$ cat src/rtl/lc3b_types.sv
// ============================================================================
//  Module      : lc3b_types (package)
//  Description : Shared types and default geometry for the L1 merge buffer.
//                Holds the merge_state_t FSM encoding and WORD_W/WORDS
//                defaults used by l1_cache_merge_buffer.
//  Revision    : 1.0 - initial release
// ============================================================================
`default_nettype none

package lc3b_types;

    localparam int WORD_W_DEF = 16;
    localparam int WORDS_DEF  = 16;

    typedef enum logic [1:0] {
        IDLE  = 2'd0,
        ACCUM = 2'd1,
        DRAIN = 2'd2
    } merge_state_t;

endpackage

`default_nettype wire

$ cat src/rtl/l1_merge_byte_lane.sv
// ============================================================================
//  Module      : l1_merge_byte_lane
//  Description : One byte of the merge line. Holds the data byte and its
//                dirty bit. A store always wins; a base byte is only loaded
//                while the byte is still clean, so a late fill never
//                overwrites store data.
//  Ports       : clk, reset_n   - clock, async active-low reset
//                clr_i          - synchronous clear of data and dirty
//                st_we_i/st_byte_i     - store write of this byte
//                base_we_i/base_byte_i - base capture for this byte
//                byte_o, dirty_o       - current byte and dirty flag
//  Revision    : 1.0 - initial release
// ============================================================================
`default_nettype none

module l1_merge_byte_lane (
    input  logic       clk,
    input  logic       reset_n,
    input  logic       clr_i,
    input  logic       st_we_i,
    input  logic [7:0] st_byte_i,
    input  logic       base_we_i,
    input  logic [7:0] base_byte_i,
    output logic [7:0] byte_o,
    output logic       dirty_o
);

    logic [7:0] data_q;
    logic       dirty_q;

    always_ff @(posedge clk or negedge reset_n) begin
        if (!reset_n) begin
            data_q  <= 8'h00;
            dirty_q <= 1'b0;
        end else if (clr_i) begin
            data_q  <= 8'h00;
            dirty_q <= 1'b0;
        end else if (st_we_i) begin
            data_q  <= st_byte_i;
            dirty_q <= 1'b1;
        end else if (base_we_i && !dirty_q) begin
            data_q  <= base_byte_i;
        end
    end

    assign byte_o  = data_q;
    assign dirty_o = dirty_q;

endmodule

`default_nettype wire

$ cat src/rtl/l1_cache_merge_buffer.sv
// ============================================================================
//  Module      : l1_cache_merge_buffer
//  Description : Staging buffer between the L1 datapath and the data array.
//                Accumulates byte-masked stores into one line, merges them
//                over a base line (array hit or L2 fill, in either order) and
//                emits the merged line plus a dirty-byte mask via
//                out_valid/out_ready.
//  Ports       : clk, reset_n                  - clock, async active-low reset
//                st_valid/st_ready/st_offset/st_wdata/st_wmask - store beats
//                base_valid/base_line          - base line capture
//                commit, abort                 - close / discard the line
//                out_valid/out_ready/out_line/out_dirty - merged line output
//                dup_base                      - pulse on an ignored second base
//                stat_lines/stat_bytes         - saturating statistics
//                                                (only with L1_MERGE_STATS_EN)
//  Config      : `define L1_MERGE_STATS_EN to add the statistics ports.
//  Revision    : 1.0 - initial release
// ============================================================================
`default_nettype none

module l1_cache_merge_buffer
    import lc3b_types::*;
#(
    parameter int WORD_W = WORD_W_DEF,
    parameter int WORDS  = WORDS_DEF,
    parameter int BE_W   = WORD_W / 8,
    parameter int OFF_W  = $clog2(WORDS),
    parameter int LINE_W = WORD_W * WORDS
) (
    input  logic                clk,
    input  logic                reset_n,
    input  logic                st_valid,
    output logic                st_ready,
    input  logic [OFF_W-1:0]    st_offset,
    input  logic [WORD_W-1:0]   st_wdata,
    input  logic [BE_W-1:0]     st_wmask,
    input  logic                base_valid,
    input  logic [LINE_W-1:0]   base_line,
    input  logic                commit,
    input  logic                abort,
    output logic                out_valid,
    input  logic                out_ready,
    output logic [LINE_W-1:0]   out_line,
    output logic [LINE_W/8-1:0] out_dirty,
    output logic                dup_base
`ifdef L1_MERGE_STATS_EN
    ,
    output logic [15:0]         stat_lines,
    output logic [15:0]         stat_bytes
`endif
);

    localparam int NBYTES = LINE_W / 8;

    merge_state_t state_q;
    logic         have_base_q;
    logic         out_valid_q;
    logic         st_ready_q;
    logic         dup_base_q;

    logic w_live;
    logic w_abort;
    logic w_st_accept;
    logic w_base_take;
    logic w_dup;
    logic w_out_hs;
    logic w_clr;
    logic w_commit;

    // Inputs are only acted on outside DRAIN; abort suppresses any same-cycle
    // store, base capture or commit.
    assign w_live      = (state_q != DRAIN);
    assign w_abort     = abort && w_live;
    assign w_st_accept = st_valid && st_ready_q && w_live && !abort;
    assign w_base_take = base_valid && w_live && !have_base_q && !abort;
    assign w_dup       = base_valid && have_base_q && (state_q == ACCUM);
    assign w_out_hs    = out_valid_q && out_ready;
    assign w_clr       = w_abort || w_out_hs;
    // A base arriving in the commit cycle is enough to close the line.
    assign w_commit    = (state_q == ACCUM) && commit && !abort &&
                         (have_base_q || base_valid);

    always_ff @(posedge clk or negedge reset_n) begin
        if (!reset_n) begin
            state_q     <= IDLE;
            have_base_q <= 1'b0;
            out_valid_q <= 1'b0;
            st_ready_q  <= 1'b1;
            dup_base_q  <= 1'b0;
        end else begin
            dup_base_q <= w_dup;
            if (w_clr) begin
                state_q     <= IDLE;
                have_base_q <= 1'b0;
                out_valid_q <= 1'b0;
                st_ready_q  <= 1'b1;
            end else begin
                if (w_base_take) begin
                    have_base_q <= 1'b1;
                end
                case (state_q)
                    IDLE: begin
                        if (st_valid || base_valid) begin
                            state_q <= ACCUM;
                        end
                    end
                    ACCUM: begin
                        if (w_commit) begin
                            state_q     <= DRAIN;
                            out_valid_q <= 1'b1;
                            st_ready_q  <= 1'b0;
                        end
                    end
                    DRAIN: begin
                    end
                    default: begin
                        state_q <= IDLE;
                    end
                endcase
            end
        end
    end

    assign st_ready  = st_ready_q;
    assign out_valid = out_valid_q;
    assign dup_base  = dup_base_q;

    genvar gi;
    generate
        for (gi = 0; gi < NBYTES; gi++) begin : g_lane
            logic w_st_we;
            assign w_st_we = w_st_accept &&
                             (st_offset == OFF_W'(gi / BE_W)) &&
                             st_wmask[gi % BE_W];

            l1_merge_byte_lane u_lane (
                .clk         (clk),
                .reset_n     (reset_n),
                .clr_i       (w_clr),
                .st_we_i     (w_st_we),
                .st_byte_i   (st_wdata[8*(gi % BE_W) +: 8]),
                .base_we_i   (w_base_take),
                .base_byte_i (base_line[8*gi +: 8]),
                .byte_o      (out_line[8*gi +: 8]),
                .dirty_o     (out_dirty[gi])
            );
        end
    endgenerate

`ifdef L1_MERGE_STATS_EN
    logic [15:0] stat_lines_q;
    logic [15:0] stat_bytes_q;
    logic [15:0] w_nbytes;
    logic [16:0] w_bytes_sum;

    assign w_nbytes    = w_st_accept ? 16'($countones(st_wmask)) : 16'd0;
    assign w_bytes_sum = {1'b0, stat_bytes_q} + {1'b0, w_nbytes};

    always_ff @(posedge clk or negedge reset_n) begin
        if (!reset_n) begin
            stat_lines_q <= 16'd0;
            stat_bytes_q <= 16'd0;
        end else begin
            if (w_out_hs && (stat_lines_q != 16'hFFFF)) begin
                stat_lines_q <= stat_lines_q + 16'd1;
            end
            stat_bytes_q <= w_bytes_sum[16] ? 16'hFFFF : w_bytes_sum[15:0];
        end
    end

    assign stat_lines = stat_lines_q;
    assign stat_bytes = stat_bytes_q;
`endif

endmodule

`default_nettype wire

$ cat config.mk
export PLATFORM = sky130hd
export DESIGN_NAME = l1_cache_merge_buffer
export DESIGN_NICKNAME = d
export VERILOG_FILES = /design/src/rtl/lc3b_types.sv /design/src/rtl/l1_merge_byte_lane.sv /design/src/rtl/l1_cache_merge_buffer.sv
export SDC_FILE = /design/constraint.sdc
export NUM_CORES = 1
export LEC_CHECK = 0
export ABC_CLOCK_PERIOD_IN_PS = 6900
export CORE_AREA = 4 4 222 224
export DETAILED_ROUTE_END_ITERATION = 6
export DIE_AREA = 0 0 226 228
export PLACE_DENSITY = 0.64
export SLEW_MARGIN = 20
export SYNTH_ARGS = -nofsm -noshare
export SYNTH_HDL_FRONTEND = slang
export SYNTH_HIERARCHICAL = 1
export SYNTH_SLANG_ARGS = --single-unit
$ cat constraint.sdc
create_clock -name clk -period 6.9 [get_ports clk]
set_clock_uncertainty 0.05 [all_clocks]
set_input_delay 0.69 -clock clk [delete_from_list [all_inputs] [get_ports clk]]
set_output_delay 0.69 -clock clk [all_outputs]
set_load 0.02 [all_outputs]
* After elaboration in Yosys (flattened, before gate mapping)
Cells that the tools add are included.
** Storage, ports and cells
- Register bits after elaboration :: 294
- Logic and storage cells :: 463
- Bits of input ports :: 285
- Output and inout port bits :: 291
** Cells by class
- Equality and inequality tests :: 21
- Reductions and logical operators :: 201
- Mux-type cells :: 172
** Operators by type and width (count)
- $mux 8 :: 96
- $reduce_bool 3->1 :: 32
- $logic_and 1x1->1 :: 93
- $mux 1 :: 72
- $reduce_bool 2->1 :: 35
- $logic_not 1->1 :: 34
- $eq 4x4->1 const B :: 8
- $eq 4x3->1 const B :: 4
- $eq 4x2->1 const B :: 2
- $mux 2 :: 3
- $ne 3x2->1 const B :: 2
- $pmux 2 s3 :: 1
- $eq 4x1->1 const B :: 1
- $logic_not 4->1 :: 1
- $logic_or 1x1->1 :: 3
- $reduce_and 3->1 :: 1
- $eq 2x1->1 const B :: 1
- $eq 2x2->1 const B :: 1
- $logic_not 2->1 :: 1
- $ne 2x1->1 const B :: 1
- $ne 2x2->1 const B :: 1
- $reduce_and 2->1 :: 1

* Logic depth before layout (Yosys ltp)
- Word-level depth :: 8
- Depth in mapped cells :: 8
- Mapped depth without buffers :: 6

* Hierarchy
The synthesis kept the hierarchy.
** By module, submodules not included
- l1_merge_byte_lane :: area each 473.0 sq um, cells an instance 39, instances 32, sequential area each 225.2 sq um
- l1_cache_merge_buffer :: area each 591.8 sq um, cells an instance 76, instances 1, sequential area each 151.4 sq um

* Least setup slack after synthesis
OpenSTA, ideal clock, no wires.
- Kind :: in2reg
- From :: input abort
- To :: register g_lane[0].u_lane.data_q[0]
- Path slack :: 1.448 ns
- Buffers on the path :: 0
- Setup time :: 0.126 ns
- Required time :: 6.724 ns
- Cell stages on the path :: 5
- Arrival :: 5.276 ns
- Path through :: inv_2 -> nand3_1 -> nor2_1 -> a211oi_4 -> mux2_2
** Between the ends
- Elaborated cells between the ends (all ways) :: 11
- Those cells by class :: mux (2); reduce/logical (9)
** RTL lines
- start: declaration :: line l1_cache_merge_buffer.sv:40 : input logic abort,
- $logic_not 1->1 :: line l1_cache_merge_buffer.sv:75 : assign w_base_take = base_valid && w_live && !have_base_q && !abort;
- $logic_and 1x1->1 :: line l1_cache_merge_buffer.sv:75
- via w_base_take :: line l1_cache_merge_buffer.sv:64 : logic w_base_take;
- $logic_and 1x1->1 :: line l1_merge_byte_lane.sv:41 : end else if (base_we_i && !dirty_q) begin
- $reduce_bool 3->1 (no source line)
- end signal: assignment :: line l1_merge_byte_lane.sv:39 : data_q <= st_byte_i;
- end signal: assignment :: line l1_merge_byte_lane.sv:42 : data_q <= base_byte_i;
- end: declaration :: line l1_merge_byte_lane.sv:28 : logic [7:0] data_q;
The timed path passes the listed nets, and every way through them passes these cells.
A chain may end at the register's enable or synchronous reset.

* Final worst setup path
- From :: input abort
- To :: register g_lane[29].u_lane.data_q[7]
** Between the ends
- Elaborated cells between the ends (all ways) :: 11
- Those cells by class :: mux (2); reduce/logical (9)
** RTL lines
- $logic_and 1x1->1 * :: line l1_cache_merge_buffer.sv:73 : assign w_abort = abort && w_live;
- $logic_or 1x1->1 * :: line l1_cache_merge_buffer.sv:78 : assign w_clr = w_abort || w_out_hs;
- via w_clr :: line l1_cache_merge_buffer.sv:67 : logic w_clr;
- $reduce_bool 3->1 (no source line) / $mux 8 (equally long branches)
- end signal: assignment :: line l1_merge_byte_lane.sv:39
- end signal: assignment :: line l1_merge_byte_lane.sv:42
- end: declaration :: line l1_merge_byte_lane.sv:28
The timed path passes the listed nets; every way through them passes the cells marked *.

==> results.toml <==
[outcome]
status = "finished, final reports clean"

[logic_synthesis]
synth-edff-count = 0
synthArstFlopShare_pct = 100.0
synth_compound_area_share_pct = 4.583
synthXorXnorAreaFrac_pct = 0
synth_top_area_cell = "dfrtp_1"
synth.distinct_cells = 29
yosysMostFrequentCell = "nor2_1"
syn_nets = 1609
synthAdderAreaFrac_pct = 0
postSynthAreaPerCell_um2 = 11.88
synth-simple-area-share_pct = 9.762
yosysTopAreaCellShare_pct = 46.62
syn_area_um2 = 15730
ys.flop_type = "dfrtp_1"
ys_seq_area_share_pct = 46.79
synth.ff_latch_count = 294
synth_mux_area_share_pct = 34.62
synth_top_family_by_area = "multiplexers"
synth_top_cells_by_count = "nor2_1, dfrtp_1, mux2_2, mux2i_1, inv_1"
ys_warn_count = 6
synth_area_leaders = "dfrtp_1, mux2_2, mux2i_1"
syn_inst = 1324

[global_route]
grt_usage_pct = 22.34
antenna_found_initial = 8
grt_pass1_wl_mm = 87.23
grt_max_degree = 143
grt_overflow_total = 0
grt_pass1_vias = 13270

[clock_network]
ctsHoldBuffers = 0
clk_latency_ns = 0.53
clockRootBuffer = "clkbuf_16"
htreeDepth = 2
path_clk_slew_ns = 0.06
clockBufferDepth = 3
ctsResizeCount = 0
cts_buffers = 36
numClockSinks = 294
cts_tree = "done"
cts_setup_buffers = 0

[finish]
drive_above_1_share_pct = 20.85
fillers = 4358
area_growth_pct = 47.33
nNetsFinal = 2190
utilization_pct = 48.94

[placed_design]
hpwl_mm = 42.84
portBuffers = 575
place.gp.congestion = 0.8158

[power_and_ir_drop]
cellPowerDensity_nw_per_um2 = 231.0
peakVddDrop_mv = 0.2019
p_leak_uw = 0.009235

[critical_path]
rrSetupSlack_ns = 3.85
cp_max_fo = 132
crit_buf_inv = 3
max_stage_delay_ns = 0.74
path_delay_family = "buffers and inverters"
arrival_ns = 3.46
r2r-start = "state_q[0]$_DFFE_PN0P_"
r2r.worst_path.cells = 6
end_kind = "flip-flop"
slowest_stage = "buf_4"
critPathKind = "primary input to flip-flop"
crit_chain = "clkdlybuf4s50_1 > a22oi_4 > inv_8 > buf_4 > a211oi_4 > mux2_2"
start_kind = "primary input"
reg2reg_to = "g_lane[5].u_lane/byte_o[0]$_DFFE_PN0P_"
cp.required_ns = 7.26

[route]
drc = 0
drtIter0Drc = 655
wl_mm = 59.72
routedWlPerCell_um = 23.44
via_count = 12510
viasPerCell = 4.908
dr.pass1.iters = 4
postRouteAntennaNets = 0

[flow_run]
cap_viol_max_count = 0

[floorplan]
core_area_um2 = 47350
io_pins = 576
die_w_um = 226
rows = 80
die_area_um2 = 51530
initial_core_util_pct = 33.22
die_y_um = 228

[sta]
setup_viol = 0
fin_crit_sh_pct = 45.04
fin_crit_ns = 3.108
finalMaxSlewViolations = 0
worst_slew_pin_slew_ns = 1.143
fmaxAchievable_mhz = 321.8
setup-tns-final_ns = 0
relSlewSlack_pct = 23.54
rsz0062_at_grt = "no"
hold_viol = 0
timing.hold.ws_ns = 0.01711

[worst_hold_path]
hp-class = "primary input to async pin"
layer usage:
| metal | GRT usage, % | part of all wire, % | vias to the layer above |
|---|---|---|---|
| li1 | - | - | 5688 |
| met1 | 26.38 | 39 | 6205 |
| met2 | 37.13 | 48 | 500 |
| met3 | 8.717 | 10 | 106 |
| met4 | 7.638 | 3.1 | 6 |
| met5 | 0 | 0.067 | - |
where the power goes:
part	internal [uW]	switching [uW]	total [uW]
clock network	1130	745	1870
logic	728	723	1450
registers	1920	107	2030
worst max-delay path by stage:
stage,startpoint,slack (ns),cells past startpoint,endpoint
final,abort,3.79,6,g_lane[29].u_lane/byte_o[7]$_DFFE_PN0P_
after CTS,st_valid,3.87,7,g_lane[21].u_lane/byte_o[6]$_DFFE_PN0P_
after floorplan,abort,1.45,5,g_lane[0].u_lane/byte_o[0]$_DFFE_PN0P_
after global routing,abort,3.73,6,g_lane[5].u_lane/byte_o[6]$_DFFE_PN0P_
after detailed placement,st_valid,3.27,7,g_lane[21].u_lane/byte_o[6]$_DFFE_PN0P_
after global placement,st_valid,3.30,7,g_lane[14].u_lane/byte_o[6]$_DFFE_PN0P_
placed cells by master, fill, tap and decap left out, drive strengths merged, types with 3 or more instances in the layout:
cell,Yosys,routed
clkdlybuf4s50,0,569
nor2,355,355
dfrtp,293,293
mux2i,256,256
mux2,256,256
clkbuf,0,54
buf,65,39
inv,36,36
a211oi,32,32
diode,0,5
clkinv,0,5
nand3b,4,4
nand2,3,3
nand3,3,3
nand4,3,3
layout make-up:
cell class              instances  area (um^2)  share of cell area [%]
repair buffers                608         6008                   25.93
clock buffers                  54         1060                   4.574
flip-flops and latches        294         7358                   31.76
diodes                          5        12.51                 0.05400
clock inverters                 7        85.08                  0.3672
inverters                      36        142.6                  0.6156
multi-input cells             929         7734                   33.38
well taps                     615        769.5                   3.321
through the flow:
stage | instances | cell area (um^2) | power [uW] | worst slack [ns]
global placement | 2482 | 22010 | 3497 | 3.295
detailed placement | 2482 | 22000 | 3515 | 3.274
floorplan | 1324 | 15730 | 2719 | 1.448
global route | 2547 | 23170 | 5577 | 3.728
CTS | 2543 | 23150 | 5427 | 3.868
finish | 2548 | 23170 | 5352 | 3.792
worst register-to-register path, delay by kind of cell, from the launching register on:
kind                   cells  cell delay, ns
multiplexers               1            0.40
AND/OR/NAND/NOR            1            0.24
buffers and inverters      2            0.95
AO/OA/AOI/OAI              2            0.86
flip-flops                 1            0.42
sequential cells by signal (all words and copies together), names as in the netlist:
signal and cells:
g_lane.u_lane/byte_o 256, g_lane.u_lane/dirty_o 32, state_q 2, dup_base 1, have_base_q 1, out_valid 1
st_ready 1
cell families after synthesis:
family | Yosys count
mux | 512
simple gates | 376
flops | 294
buf+inv | 101
compound gates | 41
(Power assumes the default switching activity.)
